<file path="src/rtl/einstein_sd_pkg.sv">
// Shared types for the Einstein SD sector-channel arbiter.
//   NUM_DRIVES      : number of floppy drives sharing the hps_io channel
//   sd_arb_state_t  : arbiter FSM states
//   sd_dir_t        : transfer direction of a granted request
//   sd_grant_t      : latched grant (drive index, direction, LBA)
//   drv_onehot()    : drive index -> one-hot per-drive vector
package einstein_sd_pkg;

    localparam int NUM_DRIVES = 2;

    typedef enum logic [1:0] {
        IDLE,
        REQ,
        XFER,
        DONE
    } sd_arb_state_t;

    typedef enum logic {
        DIR_RD = 1'b0,
        DIR_WR = 1'b1
    } sd_dir_t;

    typedef struct packed {
        logic        idx;
        sd_dir_t     dir;
        logic [31:0] lba;
    } sd_grant_t;

    function automatic logic [NUM_DRIVES-1:0] drv_onehot(input logic idx);
        logic [NUM_DRIVES-1:0] v;
        v      = '0;
        v[idx] = 1'b1;
        return v;
    endfunction

endpackage

</file>
<file path="src/rtl/sd_rr_pick.sv">
// Combinational 2-way round-robin picker.
//   pending   in  2  per-drive request pending
//   last      in  1  index of the most recent grant
//   gnt_valid out 1  at least one request pending
//   gnt_idx   out 1  winning drive index
module sd_rr_pick (
    input  logic [1:0] pending,
    input  logic       last,
    output logic       gnt_valid,
    output logic       gnt_idx
);

    always_comb begin
        gnt_valid = |pending;
        gnt_idx   = 1'b0;
        case (pending)
            2'b01:   gnt_idx = 1'b0;
            2'b10:   gnt_idx = 1'b1;
            // Contest: the drive that did not win last time goes first.
            2'b11:   gnt_idx = ~last;
            default: gnt_idx = 1'b0;
        endcase
    end

endmodule

</file>
<file path="src/rtl/sd_drive_arbiter.sv">
// Shares the single hps_io SD sector channel between the two Einstein
// floppy drives. Level-held per-drive read/write requests are granted
// round-robin; the grant is latched and buffer traffic is steered to the
// granted drive only.
//   clk_sys, reset_n       system clock, synchronous active-low reset
//   drv_rd/drv_wr/drv_lba  per-drive requests and LBAs
//   drv_done/drv_err       per-drive completion / timeout pulses
//   drv_buff_wr            per-drive buffer write strobe
//   drv_buff_din           per-drive data for SD writes
//   sd_lba/sd_rd/sd_wr     request toward hps_io
//   sd_ack/sd_buff_wr      handshake and buffer strobe from hps_io
//   sd_buff_din            granted drive's write data, 0 when not granted
//   busy                   FSM not idle
module sd_drive_arbiter
    import einstein_sd_pkg::*;
#(
    parameter logic [23:0] ACK_TIMEOUT = 24'd16_000_000
) (
    input  logic                       clk_sys,
    input  logic                       reset_n,
    input  logic [NUM_DRIVES-1:0]      drv_rd,
    input  logic [NUM_DRIVES-1:0]      drv_wr,
    input  logic [NUM_DRIVES-1:0][31:0] drv_lba,
    output logic [NUM_DRIVES-1:0]      drv_done,
    output logic [NUM_DRIVES-1:0]      drv_err,
    output logic [NUM_DRIVES-1:0]      drv_buff_wr,
    input  logic [NUM_DRIVES-1:0][7:0] drv_buff_din,
    output logic [31:0]                sd_lba,
    output logic [NUM_DRIVES-1:0]      sd_rd,
    output logic [NUM_DRIVES-1:0]      sd_wr,
    input  logic                       sd_ack,
    input  logic                       sd_buff_wr,
    output logic [7:0]                 sd_buff_din,
    output logic                       busy
);

    sd_arb_state_t         state;
    sd_grant_t             grant;
    logic                  last_grant;
    logic [23:0]           tmo_cnt;
    logic [NUM_DRIVES-1:0] pending;
    logic                  pick_vld;
    logic                  pick_idx;
    logic                  active;

    assign pending = drv_rd | drv_wr;

    sd_rr_pick u_pick (
        .pending   (pending),
        .last      (last_grant),
        .gnt_valid (pick_vld),
        .gnt_idx   (pick_idx)
    );

    assign active = (state == REQ) || (state == XFER);
    assign busy   = (state != IDLE);
    assign sd_lba = grant.lba;
    assign sd_rd  = (active && grant.dir == DIR_RD) ? drv_onehot(grant.idx) : '0;
    assign sd_wr  = (active && grant.dir == DIR_WR) ? drv_onehot(grant.idx) : '0;

    assign sd_buff_din = active ? drv_buff_din[grant.idx] : 8'd0;

    for (genvar i = 0; i < NUM_DRIVES; i++) begin : g_drv
        assign drv_buff_wr[i] = sd_buff_wr && (state == XFER) && (grant.idx == 1'(i));
    end

    always_ff @(posedge clk_sys) begin
        if (!reset_n) begin
            state      <= IDLE;
            grant      <= '0;
            last_grant <= 1'b1;
            tmo_cnt    <= '0;
            drv_done   <= '0;
            drv_err    <= '0;
        end else begin
            drv_done <= '0;
            drv_err  <= '0;
            case (state)
                IDLE: begin
                    // A nonzero drv_done here means a timeout just ended;
                    // its requester is still dropping the request on this
                    // edge, so skip one arbitration to avoid regranting it.
                    if (!sd_ack && drv_done == '0 && pick_vld) begin
                        grant.idx  <= pick_idx;
                        grant.dir  <= drv_rd[pick_idx] ? DIR_RD : DIR_WR;
                        grant.lba  <= drv_lba[pick_idx];
                        last_grant <= pick_idx;
                        tmo_cnt    <= '0;
                        state      <= REQ;
                    end
                end
                REQ: begin
                    if (sd_ack) begin
                        state <= XFER;
                    end else if (tmo_cnt == ACK_TIMEOUT - 24'd1) begin
                        drv_done <= drv_onehot(grant.idx);
                        drv_err  <= drv_onehot(grant.idx);
                        state    <= IDLE;
                    end else begin
                        tmo_cnt <= tmo_cnt + 24'd1;
                    end
                end
                XFER: begin
                    if (!sd_ack) begin
                        drv_done <= drv_onehot(grant.idx);
                        state    <= DONE;
                    end
                end
                DONE:    state <= IDLE;
                default: state <= IDLE;
            endcase
        end
    end

endmodule
</file>
<file path="config.mk">
export PLATFORM = sky130hd
export DESIGN_NAME = sd_drive_arbiter
export DESIGN_NICKNAME = d
export VERILOG_FILES = /design/src/rtl/einstein_sd_pkg.sv /design/src/rtl/sd_rr_pick.sv /design/src/rtl/sd_drive_arbiter.sv
export SDC_FILE = /design/constraint.sdc
export NUM_CORES = 1
export LEC_CHECK = 0
export CAP_MARGIN = 10
export CORE_MARGIN = 2
export CORE_UTILIZATION = 40
export CTS_BUF_LIST = sky130_fd_sc_hd__clkbuf_16
export DETAILED_ROUTE_END_ITERATION = 10
export HOLD_SLACK_MARGIN = 0.05
export PLACE_DENSITY_LB_ADDON = 0.3
export RECOVER_POWER = 25
export SLEW_MARGIN = 15
export SYNTH_ARGS = -nofsm -noshare
export SYNTH_HDL_FRONTEND = slang
export SYNTH_SLANG_ARGS = --single-unit
export TNS_END_PERCENT = 100
</file>
<file path="constraint.sdc">
create_clock -name clk_sys -period 2.5 [get_ports clk_sys]
set_clock_uncertainty 0.05 [all_clocks]
set_input_delay 0.25 -clock clk_sys [delete_from_list [all_inputs] [get_ports clk_sys]]
set_output_delay 0.25 -clock clk_sys [all_outputs]
set_load 0.005 [all_outputs]
</file>
==> impl_metrics.toml <==
[global_route]
grt_max_degree = 66
grt_usage_pct = 20.9
grt_pass1_wl_mm = 16.8
grt_pass1_vias = 3512
grt-ovfl-total = 0
antenna_found_initial = 0

[timing]
setup-tns-final_ps = 0
rsz0062_at_grt = "false"
fin_crit_sh_pct = 91.9
drv_slew = 0
holdWs_ps = 440
fmax_ghz = 0.435
finalSetupViolCount = 0
finalHoldViolations = 0
finalCriticalPeriod_ps = 2300
slew_headroom_pct = 51.8
worst_pin_slew_ps = 718

[setup_path]
crit_fanout = 13
worst-path-buf-inv = 2
crit_type = "register to output pin"
crit_arrival_ps = 2000
crit_end = "sd_rd[1]"
r2r_end = "tmo_cnt[7]$_SDFFE_PN0P_"
r2r-start = "state[0]$_SDFFE_PN0P_"
critPathLaunchType = "register"
cp.required_ps = 2200
max_stage_delay_ps = 520
worst-path-stages = 5
cp_cell_sequence = "inv_1 -> ha_2 -> nand2_1 -> nor2_1 -> clkdlybuf4s50_1"
cp_top_family = "buffers and inverters"
crit_path_end_kind = "output pin"
crit_start = "state[0]$_SDFFE_PN0P_"
slowest_stage = "clkdlybuf4s50_1"
worstRegToRegCells = 8
r2r_slack_ps = 270

[yosys]
synth_top_area_cell = "dfxtp_1"
yosys-top-cells-area = "dfxtp_1 (35%), mux2i_1 (11%), buf_4 (7.1%)"
yosysWarningCount = 0
syn-num-nets = 516
synth.avg_cell_area_um2 = 8.74
ys_ff_latch = 65
async_reset_ff_share_pct = 0
syn-cell-area_um2 = 3710
ys.flop_type = "dfxtp_1"
syn_inst = 424
yosysTopAreaCellShare_pct = 35.1
synth-edff-count = 0
synthDistinctLibCells = 54
seq_area_frac_synth_pct = 35.1

[clock_tree]
path_clk_slew_ps = 50
clock-sinks = 65
clock_latency_ps = 320
cts_made_buffers = 9
post-cts-setup-buffers = 0
ctsHoldBuffers = 0
cts_root_buf = "clkbuf_16"
h-tree-depth = 3
clockBufferDepth = 2
cts_resized = 0
cts_tree = "built"

[detailed_routing]
drt_first_pass_iters = 5
wl_per_cell_um = 15.9
via_per_inst = 5.48
wl_mm = 10.3
drc = 0
vias = 3531
postRouteAntennaNets = 0
dr.first_iter.drc_count = 146

[placement]
numPortBuffers = 138
gp_congestion = 0.888
dp_hpwl_mm = 7.64

[run]
drv_cap = 0

[layout]
fin_nets = 620
layout_commonest_cell = "clkdlybuf4s50_1"
antennaDiodeCount = 0
syn_to_final_growth_pct = 42.2
final_cell_mix = "clkdlybuf4s50_1 (109), dfxtp_1 (65), nor2_1 (45)"
drive_gt1_share_pct = 8.44

[floorplan]
core-area_um2 = 9110
die_h_um = 100
die_w_um = 100
die-area_um2 = 10100
pin_count = 139
rows = 35
start_util_pct = 40.7

[power_and_ir_drop]
power_density_nw_per_um2 = 579
p_leak_uw = 0.00208
vdd_drop_max_uv = 272

[outcome]
status = "completed"

[hold_path]
hp-class = "register to register"
## area by class of cell
cell class | count | area (um^2)
clock inverters | 7 | 46.3
repair buffers | 155 | 1520
clock buffers | 9 | 225
inverters | 8 | 30.0
fillers | 819 | 3840
flip-flops and latches | 65 | 1300
well taps | 111 | 139
multi-input cells | 289 | 2010
## sequential cells by signal, indices dropped and copies added (netlist names), named ones only
name        flops
drv_done        2
drv_err         2
grant           2
last_grant      1
sd_lba         32
state           1
tmo_cnt        24
## worst min path at each step
stage / slack (ps) / cells past startpoint / endpoint / startpoint
after floorplan: 360 / 2 / tmo_cnt[11]$_SDFFE_PN0P_ / reset_n
after CTS: 440 / 1 / tmo_cnt[23]$_SDFFE_PN0P_ / tmo_cnt[23]$_SDFFE_PN0P_
after global placement: 420 / 2 / tmo_cnt[1]$_SDFFE_PN0P_ / tmo_cnt[1]$_SDFFE_PN0P_
final: 440 / 2 / tmo_cnt[1]$_SDFFE_PN0P_ / tmo_cnt[1]$_SDFFE_PN0P_
after global routing: 460 / 1 / tmo_cnt[23]$_SDFFE_PN0P_ / tmo_cnt[23]$_SDFFE_PN0P_
after detailed placement: 430 / 1 / tmo_cnt[23]$_SDFFE_PN0P_ / tmo_cnt[23]$_SDFFE_PN0P_
## power by group
group | internal [uW] | switching (uW)
logic | 428 | 337
registers | 1110 | 46.2
clock network | 668 | 460
total | 2210 | 843
## kinds of logic after synthesis
logic type / synth area share, %
adders and majority gates: 1.35
muxes: 11.1
DFF: 35.1
buffers and inverters: 11.2
AOI/OAI and AO/OA: 21.3
and+or+nand+nor: 20.0
## Yosys cell counts, types with 8 or more instances
cell / count
nor2_1: 45
dfxtp_1: 65
o211ai_1: 12
nand2_1: 22
nand3_1: 10
buf_4: 35
a211oi_1: 33
clkbuf_1: 20
nor2b_1: 8
and3_1: 10
o31ai_1: 9
a21oi_1: 18
mux2i_1: 41
inv_1: 8
## per-layer routing
metal  global-route usage (%)  up-vias  part of all wire [%]
met5                        0        -                     0
met4                     8.96        0                   1.3
met3                     6.62       10                   8.0
met2                     33.9      131                    48
met1                     25.6     1640                    43
li1                         -     1750                     -
## per-stage QoR
step / std cells / util [%] / total power (uW) / worst slack, ps / cell area (um^2)
2_1_floorplan: 424 / - / 1630 / 467 / 3710
3_3_place_gp: 628 / 54.8 / 1940 / 161 / 5000
3_5_place_dp: 628 / 54.8 / 1960 / 104 / 5000
4_1_cts: 644 / 57.8 / 3100 / 115 / 5270
5_1_grt: 644 / 57.9 / 3200 / 69.1 / 5270
6_report: 644 / 57.9 / 3050 / 203 / 5270
## worst register-to-register path, stage by stage, from the launching register on
cell	delay, ps
dfxtp_1	400
inv_1	90
ha_2	220
or3b_1	380
o41a_1	160
a21o_2	330
buf_4	210
o211ai_1	170
o31ai_1	90
Note: power is estimated with default switching activity, not from simulation.
